## src/rtl/pipe_pkg.sv

```systemverilog
// Shared defaults and control-word layout for pipeline stage registers.
package pipe_pkg;

   localparam int DATA_W_DEF = 32;
   localparam int CTRL_W_DEF = 16;

   typedef enum logic [3:0] {
      ALU_ADD   = 4'd0,
      ALU_SUB   = 4'd1,
      ALU_AND   = 4'd2,
      ALU_OR    = 4'd3,
      ALU_SLT   = 4'd4,
      ALU_FUNCT = 4'd15
   } alu_op_e;

   // Bit 0 is branch; the upper bits are spare for later stages.
   typedef struct packed {
      logic [5:0] rsvd;
      alu_op_e    alu_op;
      logic       alu_src;
      logic       mem_to_reg;
      logic       reg_write;
      logic       mem_write;
      logic       mem_read;
      logic       branch;
   } stage_ctrl_t;

   localparam logic [CTRL_W_DEF-1:0] CTRL_BUBBLE_DEF = 16'h0000;

   function automatic logic ctrl_has_side_effect(input stage_ctrl_t c);
      return c.branch | c.mem_write | c.reg_write;
   endfunction

endpackage

```

## src/rtl/pipe_skid_entry.sv

```systemverilog
// One overflow entry (valid, data, ctrl) with load and clear, used by the
// skid-buffered build of pipe_stage_reg.
module pipe_skid_entry
   import pipe_pkg::*;
#(
   parameter int                DATA_W      = DATA_W_DEF,
   parameter int                CTRL_W      = CTRL_W_DEF,
   parameter logic [CTRL_W-1:0] CTRL_BUBBLE = CTRL_W'(CTRL_BUBBLE_DEF)
) (
   input  logic              clk,
   input  logic              rst,
   input  logic              clr,
   input  logic              load,
   input  logic [DATA_W-1:0] in_data,
   input  logic [CTRL_W-1:0] in_ctrl,
   output logic              valid,
   output logic [DATA_W-1:0] data,
   output logic [CTRL_W-1:0] ctrl
);

   logic              valid_r;
   logic [DATA_W-1:0] data_r;
   logic [CTRL_W-1:0] ctrl_r;

   // Entry register: clear wins over load so a flush never captures input.
   always_ff @(posedge clk) begin
      if (rst) begin
         valid_r <= 1'b0;
         data_r  <= {DATA_W{1'b0}};
         ctrl_r  <= CTRL_BUBBLE;
      end else if (clr) begin
         valid_r <= 1'b0;
         ctrl_r  <= CTRL_BUBBLE;
      end else if (load) begin
         valid_r <= 1'b1;
         data_r  <= in_data;
         ctrl_r  <= in_ctrl;
      end
   end

   assign valid = valid_r;
   assign data  = data_r;
   assign ctrl  = ctrl_r;

endmodule

```

## src/rtl/pipe_stage_reg.sv

```systemverilog
// Valid/ready pipeline stage register with flush. Define PIPE_STAGE_SKID_EN
// for a registered-ready main+skid buffer; otherwise a single entry is used.
module pipe_stage_reg
   import pipe_pkg::*;
#(
   parameter int                DATA_W      = DATA_W_DEF,
   parameter int                CTRL_W      = CTRL_W_DEF,
   parameter logic [CTRL_W-1:0] CTRL_BUBBLE = CTRL_W'(CTRL_BUBBLE_DEF)
) (
   input  logic              clk,
   input  logic              rst,
   input  logic              in_valid,
   output logic              in_ready,
   input  logic [DATA_W-1:0] in_data,
   input  logic [CTRL_W-1:0] in_ctrl,
   input  logic              flush,
   output logic              out_valid,
   input  logic              out_ready,
   output logic [DATA_W-1:0] out_data,
   output logic [CTRL_W-1:0] out_ctrl
);

   logic              main_valid_r;
   logic [DATA_W-1:0] main_data_r;
   logic [CTRL_W-1:0] main_ctrl_r;
   logic              in_xfer_s;
   logic              out_xfer_s;

   assign out_valid  = main_valid_r;
   assign out_data   = main_data_r;
   assign out_ctrl   = main_ctrl_r;
   assign out_xfer_s = main_valid_r && out_ready;

`ifdef PIPE_STAGE_SKID_EN
   logic              in_ready_r;
   logic              main_adv_s;
   logic              skid_load_s;
   logic              skid_clr_s;
   logic              skid_valid_s;
   logic [DATA_W-1:0] skid_data_s;
   logic [CTRL_W-1:0] skid_ctrl_s;

   assign in_ready   = in_ready_r;
   assign in_xfer_s  = in_valid && in_ready_r;
   assign main_adv_s = out_xfer_s || !main_valid_r;

   // Skid fills only while main is stalled; it drains whenever main advances.
   always_comb begin
      skid_load_s = 1'b0;
      skid_clr_s  = 1'b0;
      if (flush) begin
         skid_clr_s = 1'b1;
      end else if (main_adv_s) begin
         skid_clr_s = skid_valid_s;
      end else begin
         skid_load_s = in_xfer_s;
      end
   end

   pipe_skid_entry #(
      .DATA_W      (DATA_W),
      .CTRL_W      (CTRL_W),
      .CTRL_BUBBLE (CTRL_BUBBLE)
   ) u_skid (
      .clk     (clk),
      .rst     (rst),
      .clr     (skid_clr_s),
      .load    (skid_load_s),
      .in_data (in_data),
      .in_ctrl (in_ctrl),
      .valid   (skid_valid_s),
      .data    (skid_data_s),
      .ctrl    (skid_ctrl_s)
   );

   // Main entry: the older skid entry always leaves before new input.
   always_ff @(posedge clk) begin
      if (rst) begin
         main_valid_r <= 1'b0;
         main_data_r  <= {DATA_W{1'b0}};
         main_ctrl_r  <= CTRL_BUBBLE;
      end else if (flush) begin
         main_valid_r <= 1'b0;
         main_ctrl_r  <= CTRL_BUBBLE;
      end else if (main_adv_s) begin
         if (skid_valid_s) begin
            main_valid_r <= 1'b1;
            main_data_r  <= skid_data_s;
            main_ctrl_r  <= skid_ctrl_s;
         end else if (in_xfer_s) begin
            main_valid_r <= 1'b1;
            main_data_r  <= in_data;
            main_ctrl_r  <= in_ctrl;
         end else begin
            main_valid_r <= 1'b0;
            main_ctrl_r  <= CTRL_BUBBLE;
         end
      end
   end

   // Registered ready tracks the skid occupancy after this edge.
   always_ff @(posedge clk) begin
      if (rst) begin
         in_ready_r <= 1'b0;
      end else if (flush) begin
         in_ready_r <= 1'b1;
      end else begin
         in_ready_r <= !(skid_load_s || (skid_valid_s && !skid_clr_s));
      end
   end
`else
   assign in_ready  = (!main_valid_r || out_ready) && !rst;
   assign in_xfer_s = in_valid && in_ready;

   // Single entry: refill on accept, empty to bubble on a bare output transfer.
   always_ff @(posedge clk) begin
      if (rst) begin
         main_valid_r <= 1'b0;
         main_data_r  <= {DATA_W{1'b0}};
         main_ctrl_r  <= CTRL_BUBBLE;
      end else if (flush) begin
         main_valid_r <= 1'b0;
         main_ctrl_r  <= CTRL_BUBBLE;
      end else if (in_xfer_s) begin
         main_valid_r <= 1'b1;
         main_data_r  <= in_data;
         main_ctrl_r  <= in_ctrl;
      end else if (out_xfer_s) begin
         main_valid_r <= 1'b0;
         main_ctrl_r  <= CTRL_BUBBLE;
      end
   end
`endif

endmodule

```

## config.mk

```make
export PLATFORM = sky130hd
export DESIGN_NAME = pipe_stage_reg
export DESIGN_NICKNAME = d
export VERILOG_FILES = /design/src/rtl/pipe_pkg.sv /design/src/rtl/pipe_skid_entry.sv /design/src/rtl/pipe_stage_reg.sv
export SDC_FILE = /design/constraint.sdc
export NUM_CORES = 1
export LEC_CHECK = 0
export ABC_AREA = 1
export BUFFER_PORTS_ARGS = -buffer_cell sky130_fd_sc_hd__buf_2
export CAP_MARGIN = 30
export CORE_MARGIN = 10
export CORE_UTILIZATION = 47
export CTS_BUF_LIST = sky130_fd_sc_hd__clkbuf_4 sky130_fd_sc_hd__clkbuf_8
export DETAILED_ROUTE_END_ITERATION = 16
export PLACE_DENSITY = 0.82
export RECOVER_POWER = 100
export SLEW_MARGIN = 20
export SYNTH_ARGS = -nofsm -noshare
export SYNTH_HDL_FRONTEND = slang
export SYNTH_SLANG_ARGS = --single-unit
```

## constraint.sdc

```tcl
create_clock -name clk -period 1.4 [get_ports clk]
set_input_delay 0.14 -clock clk [delete_from_list [all_inputs] [get_ports clk]]
set_output_delay 0.14 -clock clk [all_outputs]
set_load 0.01 [all_outputs]
```

==> qor.yml, run 1 <==
max_stage_delay_ps: 370
yosys.area.top_type: "dfxtp_1"
firstDrtPassIters: 4
finClkSkew_ps: 7.40
gp_congestion: 0.786
area_growth_pct: 27.8
grt_usage: 0.148
power.density_nw_per_um2: 1050
numPortBuffers: 102
drc: 0
rsz0062_at_grt: "no"
cp-start-kind: "flip-flop"
ys.flop_type: "dfxtp_1"
clock-sinks: 49
synth.net_count: 337
htreeDepth: 2
yosysMostFrequentCell: "nand2_1"
synth-xor-area-share: 0
clk_path_buf_depth: 2
routed_wl_um: 5610
relSlewSlack: 0.608
die_x_um: 85.6
outcome: "finished clean"
power.leakage_nw: 1.28
cts.clk_slew.worst_paths_ps: 90
std_cell_rows: 23
nNetsFinal: 434
die_height_um: 85.6
clkLatencyLatePin_ps: 290
synth_top_area_frac: 0.486
synthTopCellsByCount: "66 x nand2_1, 64 x nor2_1, 49 x dfxtp_1"
synth_top_family_by_area: "simple AND/OR/NAND/NOR gates"
ios: 103
syn_area_sq_um: 2020
grt-ovfl-total: 0
cts_tree: "built"
synth_edf_count: 0
critPathCaptureType: "flip-flop"
cp_max_fo: 18
required_ps: 1550
synthTopCellsByArea: "dfxtp_1 49%, nand2_1 12%, nor2_1 12%"
cts-buffers-inserted: 5
period_share: 0.913
post-cts-setup-buffers: 0
grt_pass1_vias: 2007
synthMuxAreaShare: 0
ys_warn_count: 0
crit_type: "flip-flop to flip-flop"
antenna_found_initial: 1
dp_cells: 424
stdcell_area_sq_um: 2580
synth_compound_area_frac: 0.0446
dieArea_sq_um: 7320
avgSynthCellArea_sq_um: 7.11
min_period_ps: 1280
initial_utilization: 0.494
grt_pass1_wl_um: 9060
slew_violations: 0
setup_tns_ps: 0
grt_start_max_net_pins: 51
synth-async-reset-ratio: 0
vias: 2047
crit_start: "out_valid"
synth-simple-area-share: 0.352
synth_cell_types: 15
routedWlPerCell_um: 13.0
syn_inst: 284
min_path_type: "input pin to flip-flop"
placed_area_sq_um: 2560
synth_fa_ha_area_frac: 0
cts-root-buf: "clkbuf_8"
dp_hpwl_um: 4180
drt_first_iter_violations: 97
num-fill-cells: 415
core_sq_um: 4090
synth-seq-cells: 49
final_core_util: 0.631
ant_nets: 0
reg2reg_from: "out_valid"
hold_ws_ps: 63.0
peakVddDrop_mv: 0.666
setup_viol: 0
worstMarginPinSlew_ps: 586
viasPerCell: 4.74
cp_cell_sequence: "nand2_4 > buf_4 > nand3_4 > nand3_1 > a21oi_1"
cap_violations: 0
final_cells: 432
drive_gt1_frac: 0.183
critical_path_arrival_ps: 1430
clock.fmax_ghz: 0.782
diodes: 0
slowest_stage: "dfxtp_1"
yosysSeqAreaShare: 0.486
min_from: "in_data[30]"
finalHoldViolCount: 0
worst paths after layout:
check,to,slack (ps),depth (start not counted)
setup reg to reg,out_ctrl[9],120,5
hold / removal,out_data[30],60,3
setup / recovery,out_ctrl[9],120,5
hold reg to reg,out_ctrl[7],490,2
registers in the layout, summed over array words and instances, names as in the netlist:
signal,cells
out_ctrl,16
out_data,32
out_valid,1
critical path: cells and delay by family, from the launching register on:
family	cells	cell delay [ps]
AOI/OAI and AO/OA	1	80
buffers and inverters	1	220
DFF	1	370
and+or+nand+nor	3	460
per-stage QoR:
stage,power [mW],setup slack (ps)
finish,2.70,121
global route,2.84,21.5
CTS,2.75,111
detailed placement,1.90,9.52
global placement,1.89,97.7
floorplan,1.73,314
what timing repair did:
action                                  4_1_cts  5_1_grt
hold buffers                                  0        0
endpoints found under the setup margin        2        0
resized for setup                             1        0
cells in the final DEF, fill, tap and decap left out:
cell type,instances
nand2_1,66
nor2_1,64
buf_2,52
clkbuf_1,50
dfxtp_1,49
inv_1,33
a21oi_1,18
nand3_1,16
nand4_1,16
clkbuf_8,5
clkbuf_4,3
inv_2,2
buf_6,2
buf_4,2
nand2_4,1
nand4_4,1
nand3_4,1
buf_12,1
cell families (layout without fill, tap and decap cells):
kind of cell | count (synthesis) | in the layout
and+or+nand+nor | 165 | 165
buffers and inverters | 52 | 150
DFF | 49 | 49
AOI/OAI and AO/OA | 18 | 18
power breakdown:
part	total (mW)	switching [mW]	internal, mW
Clock	0.856	0.442	0.414
Combinational	0.363	0.217	0.146
Sequential	1.48	0.0300	1.45
cell type report:
class                      count  area (sq um)  share of cell area
sequential                    49           981               0.380
multi-input combinational    183           808               0.313
timing repair buffer         107           505               0.196
inverter                      35           131              0.0509
clock buffer                   8          91.3              0.0354
tap                           50          62.6              0.0242
layer usage:
metal	GRT usage	up-vias	wire length (um)
li1	-	1071	-
met1	0.159	883	2170
met2	0.243	75	2710
met3	0.0766	16	597
met4	0.0539	2	122
met5	0	-	14
(Power assumes the default switching activity.)
==> run 2: changes to the inputs <==
==> constraint.sdc (replaced) <==
create_clock -name clk -period 1.3 [get_ports clk]
set_input_delay 0.13 -clock clk [delete_from_list [all_inputs] [get_ports clk]]
set_output_delay 0.13 -clock clk [all_outputs]
set_load 0.01 [all_outputs]
==> run 2 against run 1 <==
Net effect:
- critical endpoint is now out_data[23]
- highest routed layer is now met4
- via count about the same
- clock power up 6.0%
- sequential share of layout area down 0.71 points
- fmax up 8.3%
- sequential cell count unchanged
- hold slack worse by 12 ps
==> qor.yml, run 2 (synthesis gave the netlist of run 1 again) <==
outcome: "finished clean"
routed_wl_um: 5710  # +1.7%
cts_hold_buf: 0  # unchanged
largest_reg_flops: 32  # unchanged
cts_tree: "built"
ant_nets: 0  # unchanged
finClkSkew_ps: 2.88  # -4.52 ps
numPortBuffers: 102  # unchanged
min_path_type: "input pin to flip-flop"
finalHoldViolCount: 0  # unchanged
period_share: 0.908  # -0.00548
setup_viol: 0  # unchanged
final_common_cell: "nand2_1"
p_seq_frac: 0.549  # about the same
p_comb_frac: 0.139  # +0.005
die_x_um: 85.6  # unchanged
clk_path_buf_depth: 2  # unchanged
area_growth_pct: 30.2
hold_depth: 3  # unchanged
p_int_mw: 2.17  # +8.1%
clock.fmax_ghz: 0.847  # +8.3%
power.leakage_nw: 1.31  # +2.5%
cp-start-kind: "flip-flop"
path_depth: 6  # +1
cts.clk_slew.worst_paths_ps: 80  # about the same
clkLatencyLatePin_ps: 290  # about the same
drt_first_iter_violations: 93  # -4.1%
finalPower_mw: 2.91  # +7.7%
cts-root-buf: "clkbuf_8"
max_stage_delay_ps: 430  # +60 ps
core_sq_um: 4090  # unchanged
die_height_um: 85.6  # unchanged
gp_congestion: 0.786  # unchanged
r2r_cells: 6  # +1
p_switching_mw: 0.734  # +6.6%
crit_type: "flip-flop to flip-flop"
required_ps: 1500  # -50 ps
initial_utilization: 0.494  # unchanged
nNetsFinal: 441  # +1.6%
htreeDepth: 2  # unchanged
cp_num_buf_inv: 1  # unchanged
slowest_stage: "dfxtp_1"
critPathCaptureType: "flip-flop"
peakVddDrop_mv: 0.743  # +11%
diodes: 0  # unchanged
layout_common_cells: "66 x nand2_1, 64 x nor2_1, 53 x buf_2, 49 x dfxtp_1, 49 x clkbuf_1"
drive_gt1_frac: 0.198  # +0.0152
antenna_found_initial: 0  # -1
firstDrtPassIters: 4  # unchanged
power_frac_clock: 0.312  # -0.005
dp_hpwl_um: 4330  # +3.4%
std_cell_rows: 23  # unchanged
rsz0062_at_grt: "no"
setup_tns_ps: 0  # unchanged
drc: 0  # unchanged
min_period_ps: 1180  # -98.5 ps
power.density_nw_per_um2: 1110  # +5.7%
cp_max_fo: 22  # +4
routedWlPerCell_um: 13.0  # +0.34%
dieArea_sq_um: 7320  # unchanged
path_common_cell: "nand2_1"
cts-buffers-inserted: 5  # unchanged
relSlewSlack: 0.627  # +0.0187
worstMarginPinSlew_ps: 558  # -28.0 ps
grt_pass1_wl_um: 9000  # -0.61%
cap_violations: 0  # unchanged
viasPerCell: 4.68  # -1.3%
clock-sinks: 49  # unchanged
r2r_slack_ps: 120  # about the same
ios: 103  # unchanged
grt-ovfl-total: 0  # unchanged
grt_usage: 0.147  # -0.000425
vias: 2049  # +0.098%
critPathTopFamily: "simple AND/OR/NAND/NOR gates"
swShare: 0.252  # -0.00253
grt_pass1_vias: 1988  # -0.95%
slew_violations: 0  # unchanged
cp_cell_sequence: "nand2_4 > nand4_4 > buf_6 > nand2_1 > nand2_1 > nor2_1"
critical_path_arrival_ps: 1380  # -50 ps
grt_start_max_net_pins: 27  # -47%
run 2: stage by stage:
stage          setup WS [ps]  instance area [sq um]  hold WS [ps]  utilization  std cells
2_1_floorplan            214                   2020           265            -        284
3_3_place_gp             128                   2590           349        0.633        429
3_5_place_dp            45.2                   2590           355        0.633        429
4_1_cts                 83.8                   2680          47.3        0.655        436
5_1_grt                 15.9                   2630          39.5        0.643        438
6_report                 120                   2630          50.6        0.643        438
run 2: worst paths after layout:
path,from,to
setup / recovery,out_valid,out_data[23]
hold / removal,in_data[27],out_data[27]
setup reg to reg,out_valid,out_data[23]
hold reg to reg,out_ctrl[13],out_ctrl[13]
run 2: worst register-to-register path: cells and delay by family, from the launching register on:
kind / cells / cell delay [ps]
DFF: 1 / 430
buffers and inverters: 1 / 210
and+or+nand+nor: 5 / 450
run 2: routing by layer:
| metal | vias up | GRT usage | wire (um) |
|---|---|---|---|
| li1 | 1079 | - | - |
| met1 | 886 | 0.149 | 2360 |
| met2 | 69 | 0.249 | 2590 |
| met3 | 15 | 0.0833 | 626 |
| met4 | 0 | 0.0539 | 130 |
| met5 | - | 0 | 0 |
run 2: layout make-up:
type                            instances  area [sq um]
Inverter                               35           131
Clock buffer                            7          90.1
Timing Repair Buffer                  114           556
Fill cell                             415          1460
Multi-Input combinational cell        183           808
Tap cell                               50          62.6
Sequential cell                        49           981
run 2: what timing repair did:
| item | CTS | global route |
|---|---|---|
| setup buffers | 0 | 2 |
| endpoints found under the setup margin | 0 | 5 |
| resized for setup | 0 | 1 |
run 2: power groups by stage:
stage | Clock, mW | Combinational [mW] | Sequential, mW
2_1_floorplan | 0 | 0.198 | 1.66
3_3_place_gp | 0 | 0.413 | 1.63
3_5_place_dp | 0 | 0.421 | 1.63
4_1_cts | 0.930 | 0.423 | 1.60
5_1_grt | 0.993 | 0.459 | 1.60
6_report | 0.907 | 0.405 | 1.60
